### config.mk
export PLATFORM = sky130hd
export DESIGN_NAME = uart_rx_core
export DESIGN_NICKNAME = d
export VERILOG_FILES = /design/src/rtl/uart_rx_pkg.sv /design/src/rtl/uart_rx_frame_fifo.sv /design/src/rtl/uart_rx_core.sv
export SDC_FILE = /design/constraint.sdc
export NUM_CORES = 1
export LEC_CHECK = 0
export CORE_UTILIZATION = 35
export DETAILED_ROUTE_END_ITERATION = 10
export GPL_ROUTABILITY_DRIVEN = 0
export PLACE_DENSITY = 0.47
export SKIP_CTS_REPAIR_TIMING = 1
export SYNTH_ARGS = -nofsm -noshare
export SYNTH_HDL_FRONTEND = slang
export SYNTH_SLANG_ARGS = --single-unit
### constraint.sdc
create_clock -name clk -period 7.9 [get_ports clk]
set_input_delay 1.58 -clock clk [delete_from_list [all_inputs] [get_ports clk]]
set_output_delay 1.58 -clock clk [all_outputs]
set_load 0.005 [all_outputs]
### src/rtl/uart_rx_pkg.sv
// uart_rx_pkg: shared types for the UART receive path.
// Holds the parity modes, FSM states and the stored FIFO word layout.
package uart_rx_pkg;

  localparam logic [1:0] PARITY_NONE = 2'b00;
  localparam logic [1:0] PARITY_EVEN = 2'b01;
  localparam logic [1:0] PARITY_ODD  = 2'b10;
  localparam logic [1:0] PARITY_RSVD = 2'b11;

  typedef enum logic [1:0] {
    NONE = PARITY_NONE,
    EVEN = PARITY_EVEN,
    ODD  = PARITY_ODD,
    RSVD = PARITY_RSVD
  } parity_mode_e;

  typedef enum logic [2:0] {
    IDLE,
    START,
    DATA,
    PARITY,
    STOP1,
    STOP2
  } rx_state_e;

  typedef struct packed {
    logic       frame_err;
    logic       parity_err;
    logic [8:0] data;
  } rx_entry_t;

endpackage

### src/rtl/uart_rx_frame_fifo.sv
// uart_rx_frame_fifo: generic first-word-fall-through sync FIFO.
// Ports: push/wdata in, pop in, rdata (0 when empty), full, empty, count.
module uart_rx_frame_fifo #(
  parameter int WIDTH = 11,
  parameter int DEPTH = 16
) (
  input  logic                     clk,
  input  logic                     rst_n,
  input  logic                     push,
  input  logic [WIDTH-1:0]         wdata,
  input  logic                     pop,
  output logic [WIDTH-1:0]         rdata,
  output logic                     full,
  output logic                     empty,
  output logic [$clog2(DEPTH):0]   count
);

  localparam int AW = $clog2(DEPTH);
  localparam logic [AW:0] FULL_CNT = DEPTH[AW:0];

  logic [WIDTH-1:0] mem [DEPTH];
  logic [AW-1:0]    wptr;
  logic [AW-1:0]    rptr;
  logic             do_push;
  logic             do_pop;

  assign empty   = (count == '0);
  assign full    = (count == FULL_CNT);
  assign do_pop  = pop && !empty;
  // A pop frees the slot the push needs when full.
  assign do_push = push && (!full || do_pop);
  assign rdata   = empty ? '0 : mem[rptr];

  always_ff @(posedge clk) begin
    if (rst_n && do_push) begin
      mem[wptr] <= wdata;
    end
  end

  always_ff @(posedge clk) begin
    if (!rst_n) begin
      wptr  <= '0;
      rptr  <= '0;
      count <= '0;
    end else begin
      if (do_push) begin
        wptr <= wptr + 1'b1;
      end
      if (do_pop) begin
        rptr <= rptr + 1'b1;
      end
      if (do_push && !do_pop) begin
        count <= count + 1'b1;
      end else if (do_pop && !do_push) begin
        count <= count - 1'b1;
      end
    end
  end

endmodule

### src/rtl/uart_rx_core.sv
// uart_rx_core: oversampled UART receiver, runtime baud/parity/stop, FWFT output FIFO.
// Ports: rx_serial, baud_div, parity_mode, two_stop in; rx_* FIFO head, fifo_count, overrun out; break_det with UART_RX_BREAK_DET_EN.
module uart_rx_core
  import uart_rx_pkg::*;
#(
  parameter int DATA_BITS  = 8,
  parameter int FIFO_DEPTH = 16,
  parameter int DIV_WIDTH  = 16,
  parameter int OS_RATE    = 16
) (
  input  logic                          clk,
  input  logic                          rst_n,
  input  logic                          rx_serial,
  input  logic [DIV_WIDTH-1:0]          baud_div,
  input  logic [1:0]                    parity_mode,
  input  logic                          two_stop,
  output logic [DATA_BITS-1:0]          rx_data,
  output logic                          rx_parity_err,
  output logic                          rx_frame_err,
  output logic                          rx_valid,
  input  logic                          rx_ready,
  output logic                          rx_busy,
  output logic [$clog2(FIFO_DEPTH):0]   fifo_count,
  output logic                          overrun,
  input  logic                          ovr_clr
`ifdef UART_RX_BREAK_DET_EN
  ,
  output logic                          break_det
`endif
);

  localparam int OSW = $clog2(OS_RATE);
  localparam int BCW = $clog2(DATA_BITS + 1);
  localparam logic [OSW-1:0] OS_MID = OSW'(OS_RATE / 2 - 1);
  localparam logic [OSW-1:0] OS_END = OSW'(OS_RATE - 1);
  localparam logic [BCW-1:0] BC_END = BCW'(DATA_BITS);

  rx_state_e            state;
  parity_mode_e         mode_l;
  logic                 rx_m;
  logic                 rx_s;
  logic [DIV_WIDTH-1:0] div_cnt;
  logic [DIV_WIDTH-1:0] div_max;
  logic                 tick;
  logic                 os_mid;
  logic                 os_end;
  logic [OSW-1:0]       os_cnt;
  logic [BCW-1:0]       bit_cnt;
  logic [DATA_BITS-1:0] shreg;
  logic                 two_l;
  logic                 par_en;
  logic                 par_bit;
  logic                 fe;
  logic                 pe;
  logic                 brk;
  logic                 brk_hold;
  logic                 push;
  logic                 pop;
  logic                 full;
  logic                 empty;
  logic                 unused_data;
  rx_entry_t            w_entry;
  rx_entry_t            r_entry;

  always_ff @(posedge clk) begin
    if (!rst_n) begin
      rx_m <= 1'b1;
      rx_s <= 1'b1;
    end else begin
      rx_m <= rx_serial;
      rx_s <= rx_m;
    end
  end

  assign div_max = (baud_div == '0) ? '0 : baud_div - 1'b1;
  assign tick    = (div_cnt == div_max);
  assign os_mid  = tick && (os_cnt == OS_MID);
  assign os_end  = tick && (os_cnt == OS_END);
  assign par_en  = (mode_l == EVEN) || (mode_l == ODD);

  // Held at 0 in IDLE so every frame starts a fresh divider period.
  always_ff @(posedge clk) begin
    if (!rst_n || state == IDLE) begin
      div_cnt <= '0;
    end else if (tick) begin
      div_cnt <= '0;
    end else begin
      div_cnt <= div_cnt + 1'b1;
    end
  end

`ifdef UART_RX_BREAK_DET_EN
  logic brk_wait;
  assign brk      = (shreg == '0) && !(par_en && par_bit) && !rx_s;
  assign brk_hold = brk_wait;
`else
  assign brk      = 1'b0;
  assign brk_hold = 1'b0;
`endif

  always_ff @(posedge clk) begin
    if (!rst_n) begin
      state   <= IDLE;
      mode_l  <= NONE;
      two_l   <= 1'b0;
      os_cnt  <= '0;
      bit_cnt <= '0;
      shreg   <= '0;
      par_bit <= 1'b0;
      fe      <= 1'b0;
      pe      <= 1'b0;
`ifdef UART_RX_BREAK_DET_EN
      brk_wait  <= 1'b0;
      break_det <= 1'b0;
`endif
    end else begin
`ifdef UART_RX_BREAK_DET_EN
      break_det <= 1'b0;
      if (state == IDLE) begin
        brk_wait <= 1'b0;
      end
`endif
      if (state != IDLE && tick) begin
        os_cnt <= os_end ? '0 : os_cnt + 1'b1;
      end
      unique case (state)
        IDLE: begin
          if (!rx_s) begin
            state   <= START;
            mode_l  <= parity_mode_e'(parity_mode);
            two_l   <= two_stop;
            os_cnt  <= '0;
            bit_cnt <= '0;
            par_bit <= 1'b0;
            fe      <= 1'b0;
            pe      <= 1'b0;
          end
        end
        START: begin
          if (os_mid && rx_s) begin
            state <= IDLE;
          end else if (os_end) begin
            state <= DATA;
          end
        end
        DATA: begin
          if (os_mid) begin
            shreg   <= {rx_s, shreg[DATA_BITS-1:1]};
            bit_cnt <= bit_cnt + 1'b1;
          end
          if (os_end && bit_cnt == BC_END) begin
            state <= par_en ? PARITY : STOP1;
          end
        end
        PARITY: begin
          if (os_mid) begin
            par_bit <= rx_s;
            pe <= (mode_l == EVEN && (^shreg ^ rx_s))
               || (mode_l == ODD && !(^shreg ^ rx_s));
          end
          if (os_end) begin
            state <= STOP1;
          end
        end
        STOP1: begin
          if (brk_hold) begin
            if (rx_s) begin
              state <= IDLE;
            end
          end else if (os_mid) begin
            fe <= !rx_s;
            if (brk) begin
`ifdef UART_RX_BREAK_DET_EN
              brk_wait  <= 1'b1;
              break_det <= 1'b1;
`endif
            end else if (!two_l) begin
              // Leave at mid-stop so the next start edge is not missed.
              state <= IDLE;
            end
          end else if (os_end && two_l) begin
            state <= STOP2;
          end
        end
        STOP2: begin
          if (os_mid) begin
            state <= IDLE;
          end
        end
        default: state <= IDLE;
      endcase
    end
  end

  assign push = os_mid && ((state == STOP2)
             || (state == STOP1 && !two_l && !brk && !brk_hold));

  // The stop bit being sampled this cycle folds into the framing flag.
  always_comb begin
    w_entry = '0;
    w_entry.frame_err  = fe | !rx_s;
    w_entry.parity_err = pe;
    w_entry.data[DATA_BITS-1:0] = shreg;
  end

  uart_rx_frame_fifo #(
    .WIDTH ($bits(rx_entry_t)),
    .DEPTH (FIFO_DEPTH)
  ) u_fifo (
    .clk   (clk),
    .rst_n (rst_n),
    .push  (push),
    .wdata (w_entry),
    .pop   (pop),
    .rdata (r_entry),
    .full  (full),
    .empty (empty),
    .count (fifo_count)
  );

  assign rx_valid      = !empty;
  assign pop           = rx_valid && rx_ready;
  assign rx_data       = r_entry.data[DATA_BITS-1:0];
  assign rx_parity_err = r_entry.parity_err;
  assign rx_frame_err  = r_entry.frame_err;
  assign rx_busy       = (state != IDLE);
  assign unused_data   = ^r_entry.data;

  always_ff @(posedge clk) begin
    if (!rst_n) begin
      overrun <= 1'b0;
    end else if (push && full && !pop) begin
      overrun <= 1'b1;
    end else if (ovr_clr) begin
      overrun <= 1'b0;
    end
  end

endmodule

==> results of run 1 <==
==> cell type report <==
class	instances	area (um^2)	area share, %
sequential	220	6010	51.6
multi-input combinational	437	3740	32.1
clock inverter	15	145	1.25
clock buffer	28	647	5.56
timing repair buffer	58	538	4.62
inverter	23	86.3	0.742
tap	378	473	4.06
==> where the power goes <==
part           switching (mW)  internal, mW
logic                   0.262         0.228
registers              0.0428          1.25
clock network           0.463         0.657
total                   0.767          2.14
==> synthesized netlist by cell type, drive strengths merged, types with 4 or more instances <==
cell / n
edfxtp: 160
nor2: 80
dfxtp: 60
mux4: 50
clkbuf: 29
nand2: 28
xnor2: 26
inv: 23
a21oi: 22
nand3: 21
xor2: 20
mux2i: 19
or3: 17
ha: 16
nor3: 14
o21ai: 14
nor2b: 13
nor4: 13
buf: 12
nand2b: 8
or4: 7
and3: 6
a31oi: 5
nand4: 5
o211ai: 4
o31ai: 4
==> routing by layer <==
layer	part of all wire [%]	routed length [um]
met1	46	10200
met2	49	10900
met3	4.1	912
met4	1.7	388
met5	0	0
==> flip-flops by register name, indices dropped and copies added, names as in the netlist, 3 cells and up, named ones only <==
register	count
div_cnt	16
os_cnt	4
u_fifo.rptr	4
u_fifo.mem	160
u_fifo.count	5
state	3
u_fifo.wptr	4
shreg	8
bit_cnt	4
==> worst paths after layout <==
check,from,to,slack [ns],cells past startpoint
worst max-delay path,baud_div[0],u_fifo.count[4]$_SDFFE_PN0P_,1.49,21
worst min-delay path,rx_m$_SDFF_PN1_,rx_s$_SDFF_PN1_,0.41,1
worst max register to register,div_cnt[6]$_SDFF_PP0_,u_fifo.count[4]$_SDFFE_PN0P_,3.60,18
worst min register to register,rx_m$_SDFF_PN1_,rx_s$_SDFF_PN1_,0.41,1
==> metrics by stage <==
stage | instance area (um^2) | total power, mW | utilization [%] | std cells | hold slack (ns)
floorplan | 9990 | 1.66 | - | 721 | 0.386
global placement | 10800 | 1.81 | 38.8 | 1116 | 0.392
detailed placement | 10800 | 1.82 | 38.8 | 1116 | 0.398
CTS | 11600 | 2.95 | 41.7 | 1159 | 0.412
global route | 11600 | 3.04 | 41.7 | 1159 | 0.440
finish | 11600 | 2.90 | 41.7 | 1159 | 0.414
==> cells by family (layout without fill, tap and decap cells) <==
group | Yosys count | count (layout) | synth area share, %
simple gates | 232 | 232 | 12.6
flops | 220 | 220 | 60.1
compound gates | 70 | 70 | 4.49
mux | 69 | 69 | 13.2
buf+inv | 64 | 124 | 2.67
xor+xnor | 49 | 49 | 4.72
fa+ha+maj | 17 | 17 | 2.21
==> results.rst, run 1 <==
.. list-table::
   :header-rows: 1

   * - Metric
     - Value
   * - Run status
     - complete, no violations
   * - Buffer depth of the longest clock path
     - 3
   * - Clock tree from TritonCTS
     - built
   * - Mean number of vias per cell
     - 5.14
   * - Ranking of synthesized cells by area
     - edfxtp_1 (48%), dfxtp_1 (12%), mux4_2 (11%)
   * - Static leakage power
     - 4.15 nW
   * - Setup TNS
     - 0 ns
   * - Clock tree skew after final layout
     - 0.00991 ns
   * - Total inserted antenna cells
     - 0
   * - Gr busiest metal
     - met2
   * - Number of nets produced by synthesis
     - about 760
   * - RSZ-0062 raised after global routing
     - no
   * - GRT Overall Usage
     - ~16%
   * - Slowest cell on the critical path
     - or4b_4
   * - Sum of overflow across all layers after global routing
     - 0
   * - Cells along the critical path
     - clkdlybuf4s50_1, inv_1, ha_1, or4b_4, or3_1, a2111oi_0, o21ai_0, a31oi_1, nand3_2, nor4_1, nand3b_1, buf_4, inv_1, ha_1, inv_1, fa_1, a21o_1, a21oi_1, xnor2_1, or3_1, a21oi_1
   * - Max Freq
     - ~160 MHz
   * - Largest delay share family, worst path
     - simple AND/OR/NAND/NOR gates
   * - Slew margin rel.
     - between 30% and 40%
   * - Number of buffers and inverters on the critical path
     - 5
   * - Area of the die
     - roughly 29000 um^2
   * - Die height
     - 171 um
   * - Netlist Area Pre-Place
     - 9990 um^2
   * - Smallest setup slack after layout
     - 1.49 ns
   * - Transition time at the pin with the least slew margin
     - 1.02 ns
   * - Final period utilization
     - 81.2%
   * - DRC errors left
     - 0
   * - Count of nets after finishing
     - 806
   * - DRT iter0 DRCs
     - 392
   * - Number of library cell types mapped by synthesis
     - 65
   * - Most used flip-flop cell after synthesis
     - edfxtp_1
   * - Antenna violations before repair
     - 0
   * - Post-synthesis sequential area ratio
     - 60.1%
   * - Power density over cell area
     - about 250 nW/um^2
   * - Total wirelength of the detailed-routed design
     - 22400 um
   * - Worst-path fanout max
     - 14
   * - Fraction of met1 tracks used by global routing
     - 21.8%
   * - Number of sinks on the clock net
     - 220
   * - Cell type contributing the most total cell area after synthesis
     - edfxtp_1
   * - Hold Fails Final Rpt
     - 0
   * - Avg Inst Size Synth
     - 13.8 um^2
   * - Number of max-cap violations
     - 0
   * - Worst slack, placed
     - just over 1 ns
   * - Sum of net half-perimeters after detailed placement
     - around 15000 um
   * - TritonCTS buffer count
     - 25
   * - Count of buffers inserted at the top-level ports
     - 41
   * - Highest ir drop seen on vdd
     - 0.142 mV
   * - Number of enable flip-flop cells after synthesis
     - 160
   * - #FFs+latches synth
     - 220
   * - Fraction of layout instances using a drive strength above 1
     - between 10% and 20%
   * - H-tree depth
     - 1
   * - Met3 Track Usage GR
     - 2.38%
   * - Warning count from the yosys run
     - 0
   * - Met2 track demand over resource
     - 26.8%
   * - Total count of max-transition violations in the final report
     - 0
   * - Count of final setup violators
     - 0
   * - Shortest period the worst path allows
     - 6.41 ns
   * - Area of the core
     - 27900 um^2
   * - Largest net degree at the start of global routing
     - 41
   * - Commonest non-fill, non-tap cells in the layout
     - edfxtp_1 (160), nor2_1 (80), dfxtp_1 (58)
   * - Kind of start point of the critical path
     - primary input
   * - Average routed wire per standard cell
     - slightly below 20 um
   * - Number of global-route vias before repair
     - 6153
   * - Row Count
     - 61
   * - Worst EP arrival
     - about 6.9 ns
   * - Fraction of registers with async set or reset after synthesis
     - 0%
   * - Wire length of the first global-routing pass
     - 35600 um
   * - Layout overhead on the synthesized area
     - 16.5%
   * - Via count
     - 5952
   * - Leading cell type in the layout, fill and taps excluded
     - edfxtp_1
   * - Initial standard-cell utilization of the core
     - 35.7%
   * - Number of routed nets with antenna violations
     - 0
   * - Mapped Cells
     - a little over 700
   * - Overall die width
     - 171 um
   * - Req. time, crit path
     - 8.34 ns
   * - Crit-path most repeated cell
     - inv_1
   * - Worst-path clk slew
     - 0.06 ns
   * - Clock Tree Root
     - clkbuf_16
   * - Classification of the worst setup path
     - primary input to register
   * - Fill cells
     - between 2k and 3k
   * - Total iterations of the first detailed-routing run
     - 5
   * - Hold WC Path Type
     - register to register
   * - Worst Setup End Kind
     - register
   * - Insertion delay of the later-clocked pin in the worst-skew pair
     - 0.52 ns
   * - Worst path max stage delay
     - 0.57 ns
   * - Number of I/O pins
     - 42
   * - Yosys top cell area share
     - roughly 48%
(Power assumes the default switching activity.)
==> run 2: changes to the inputs <==
--- a/config.mk
+++ b/config.mk
@@ -8,7 +8,7 @@
 export CORE_UTILIZATION = 35
 export DETAILED_ROUTE_END_ITERATION = 10
 export GPL_ROUTABILITY_DRIVEN = 0
-export PLACE_DENSITY = 0.47
+export PLACE_DENSITY = 0.49
 export SKIP_CTS_REPAIR_TIMING = 1
 export SYNTH_ARGS = -nofsm -noshare
 export SYNTH_HDL_FRONTEND = slang
==> constraint.sdc (replaced) <==
create_clock -name clk -period 5.6 [get_ports clk]
set_input_delay 1.12 -clock clk [delete_from_list [all_inputs] [get_ports clk]]
set_output_delay 1.12 -clock clk [all_outputs]
set_load 0.005 [all_outputs]
==> run 2 against run 1 <==
  * Total power is 41% higher
  * Cell area rose by 2.5%
  * Sequential power grew 46%
  * Clock power rose by 36%
  * Setup slack got worse by 1.2 ns
  * Sequential share of layout area down 1.3 points
  * Largest cell class unchanged
==> results.rst, run 2 (synthesis results as in run 1) <==
.. list-table::
   :header-rows: 1

   * - Metric
     - Value
   * - DRT iter0 DRCs
     - around 400
   * - Run status
     - complete, no violations
   * - Area of the core
     - approximately 28000 um^2
   * - Largest register FFs
     - 160
   * - Slew margin rel.
     - between 20 and 25%
   * - Total wirelength of the detailed-routed design
     - approximately 22000 um
   * - Wire length of the first global-routing pass
     - 35200 um
   * - Total power of the final layout
     - 4.09 mW
   * - Count of nets after finishing
     - 845
   * - DP Area
     - 11100 um^2
   * - Clock tree from TritonCTS
     - built
   * - H-tree depth
     - 1
   * - Register with the most flip-flops
     - u_fifo.mem
   * - Top flop regs
     - u_fifo.mem (160), div_cnt (16), shreg (8)
   * - Total count of max-transition violations in the final report
     - 0
   * - Layout overhead on the synthesized area
     - 19.5%
   * - Fin Hold WS
     - 0.408 ns
   * - Met2 track demand over resource
     - 26.4%
   * - Worst Setup End Kind
     - register
   * - Total inserted antenna cells
     - 0
   * - Shortest period the worst path allows
     - roughly 5.3 ns
   * - Clock tree skew after final layout
     - 0.0207 ns
   * - Smallest setup slack after layout
     - 0.251 ns
   * - Max Freq
     - 187 MHz
   * - Static leakage power
     - 4.34 nW
   * - Seq. cell area
     - 6010 um^2
   * - Number of I/O pins
     - between 40 and 50
   * - Largest delay share family, worst path
     - simple AND/OR/NAND/NOR gates
   * - Highest ir drop seen on vdd
     - about 0.29 mV
   * - Number of global-route vias before repair
     - around 6.3k
   * - Slowest cell on the critical path
     - or4b_4
   * - Sum of overflow across all layers after global routing
     - 0
   * - Count of final setup violators
     - 0
   * - Number of routed nets with antenna violations
     - 0
   * - Mean number of vias per cell
     - about 5.1
   * - Largest net degree at the start of global routing
     - 41
   * - Hold Fails Final Rpt
     - 0
   * - Number of buffers and inverters on the critical path
     - 5
   * - Buffer depth of the longest clock path
     - 3
   * - Worst path max stage delay
     - 0.51 ns
   * - Transition time at the pin with the least slew margin
     - 1.19 ns
   * - Die height
     - ~170 um
   * - Classification of the worst setup path
     - primary input to register
   * - Worst-path fanout max
     - 5
   * - Cells along the critical path
     - clkdlybuf4s50_1, inv_1, ha_1, or4b_4, or3_1, a2111oi_1, o21ai_0, a31oi_1, nand3_2, nor4_2, buf_4, nand3b_1, inv_1, ha_1, inv_1, fa_1, a21o_1, a21oi_1, xnor2_1, or3_1, a21oi_1
   * - Worst EP arrival
     - 5.78 ns
   * - Kind of start point of the critical path
     - primary input
   * - Power density over cell area
     - 342 nW/um^2
   * - Worst-path clk slew
     - 0.06 ns
   * - Setup TNS
     - 0 ns
   * - Row Count
     - 61
   * - Overall die width
     - 171 um
   * - DRC errors left
     - 0
   * - Hold WC Path Type
     - register to register
   * - Commonest non-fill, non-tap cells in the layout
     - edfxtp_1 (160), nor2_1 (80), dfxtp_1 (58)
   * - Clock Tree Root
     - clkbuf_16
   * - Insertion delay of the later-clocked pin in the worst-skew pair
     - 0.52 ns
   * - Total instance count after detailed placement
     - 1155
   * - Final period utilization
     - 95.5%
   * - Post-route core utilization
     - 42.7%
   * - Sum of net half-perimeters after detailed placement
     - 15000 um
   * - Gr busiest metal
     - met2
   * - Fraction of met1 tracks used by global routing
     - between 20% and 30%
   * - Number of sinks on the clock net
     - 220
   * - TritonCTS buffer count
     - 24
   * - Count of buffers inserted at the top-level ports
     - 41
   * - GRT Overall Usage
     - roughly 16%
   * - Initial standard-cell utilization of the core
     - 35.7%
   * - Via count
     - 6178
   * - Footprint of the multi-input gates
     - 3750 um^2
   * - Post-route non-filler standard cell count
     - 1200
   * - Total iterations of the first detailed-routing run
     - 5
   * - Total non-filler cell area in the finished layout
     - 11900 um^2
   * - Number of max-cap violations
     - 0
   * - Antenna violations before repair
     - 0
   * - Average routed wire per standard cell
     - around 18 um
   * - Leading cell type in the layout, fill and taps excluded
     - edfxtp_1
   * - Fill cells
     - ~2.6k
   * - Met3 Track Usage GR
     - between 2 and 2.5%
   * - Fraction of layout instances using a drive strength above 1
     - around a fifth
   * - Crit-path most repeated cell
     - inv_1
   * - Req. time, crit path
     - 6.03 ns
   * - Area of the die
     - a little under 30000 um^2
   * - Worst slack, placed
     - -0.337 ns
run 2: path summary, 6_finish.rpt:
kind	from	slack (ns)	cells past startpoint	to
setup / recovery	baud_div[0]	0.25	21	u_fifo.count[4]$_SDFFE_PN0P_
hold / removal	rx_m$_SDFF_PN1_	0.41	1	rx_s$_SDFF_PN1_
setup reg to reg	div_cnt[6]$_SDFF_PP0_	1.61	18	u_fifo.count[4]$_SDFFE_PN0P_
hold reg to reg	rx_m$_SDFF_PN1_	0.41	1	rx_s$_SDFF_PN1_
run 2: layout make-up:
| type | count | area share, % |
|---|---|---|
| clock buffers | 36 | 5.83 |
| inverters | 23 | 0.724 |
| well taps | 378 | 3.96 |
| repair buffers | 98 | 7.03 |
| clock inverters | 8 | 0.619 |
| flip-flops and latches | 220 | 50.4 |
| multi-input cells | 437 | 31.5 |
run 2: per-layer routing:
| metal | wire length [um] | up-vias |
|---|---|---|
| met1 | 10300 | 3110 |
| met5 | 0 | - |
| met4 | 386 | 0 |
| li1 | - | 2892 |
| met2 | 10400 | 137 |
| met3 | 885 | 39 |
run 2: worst register-to-register path: stages, from the launching register on:
cell and delay [ns]:
dfxtp_1 0.48, xnor2_1 0.14, or3_1 0.32, a211oi_1 0.23, o21ai_0 0.13, a31oi_1 0.29
nand3_2 0.15, nor4_2 0.32, buf_4 0.18, nand3b_1 0.10, inv_1 0.08, ha_1 0.16
inv_1 0.09, fa_1 0.39, a21o_1 0.17, a21oi_1 0.17, xnor2_1 0.09, or3_1 0.31
a21oi_1 0.14
run 2: report_power, final:
group	switching, mW	internal, mW
Clock	0.618	0.903
Sequential	0.110	1.77
Combinational	0.332	0.355
Total	1.06	3.03
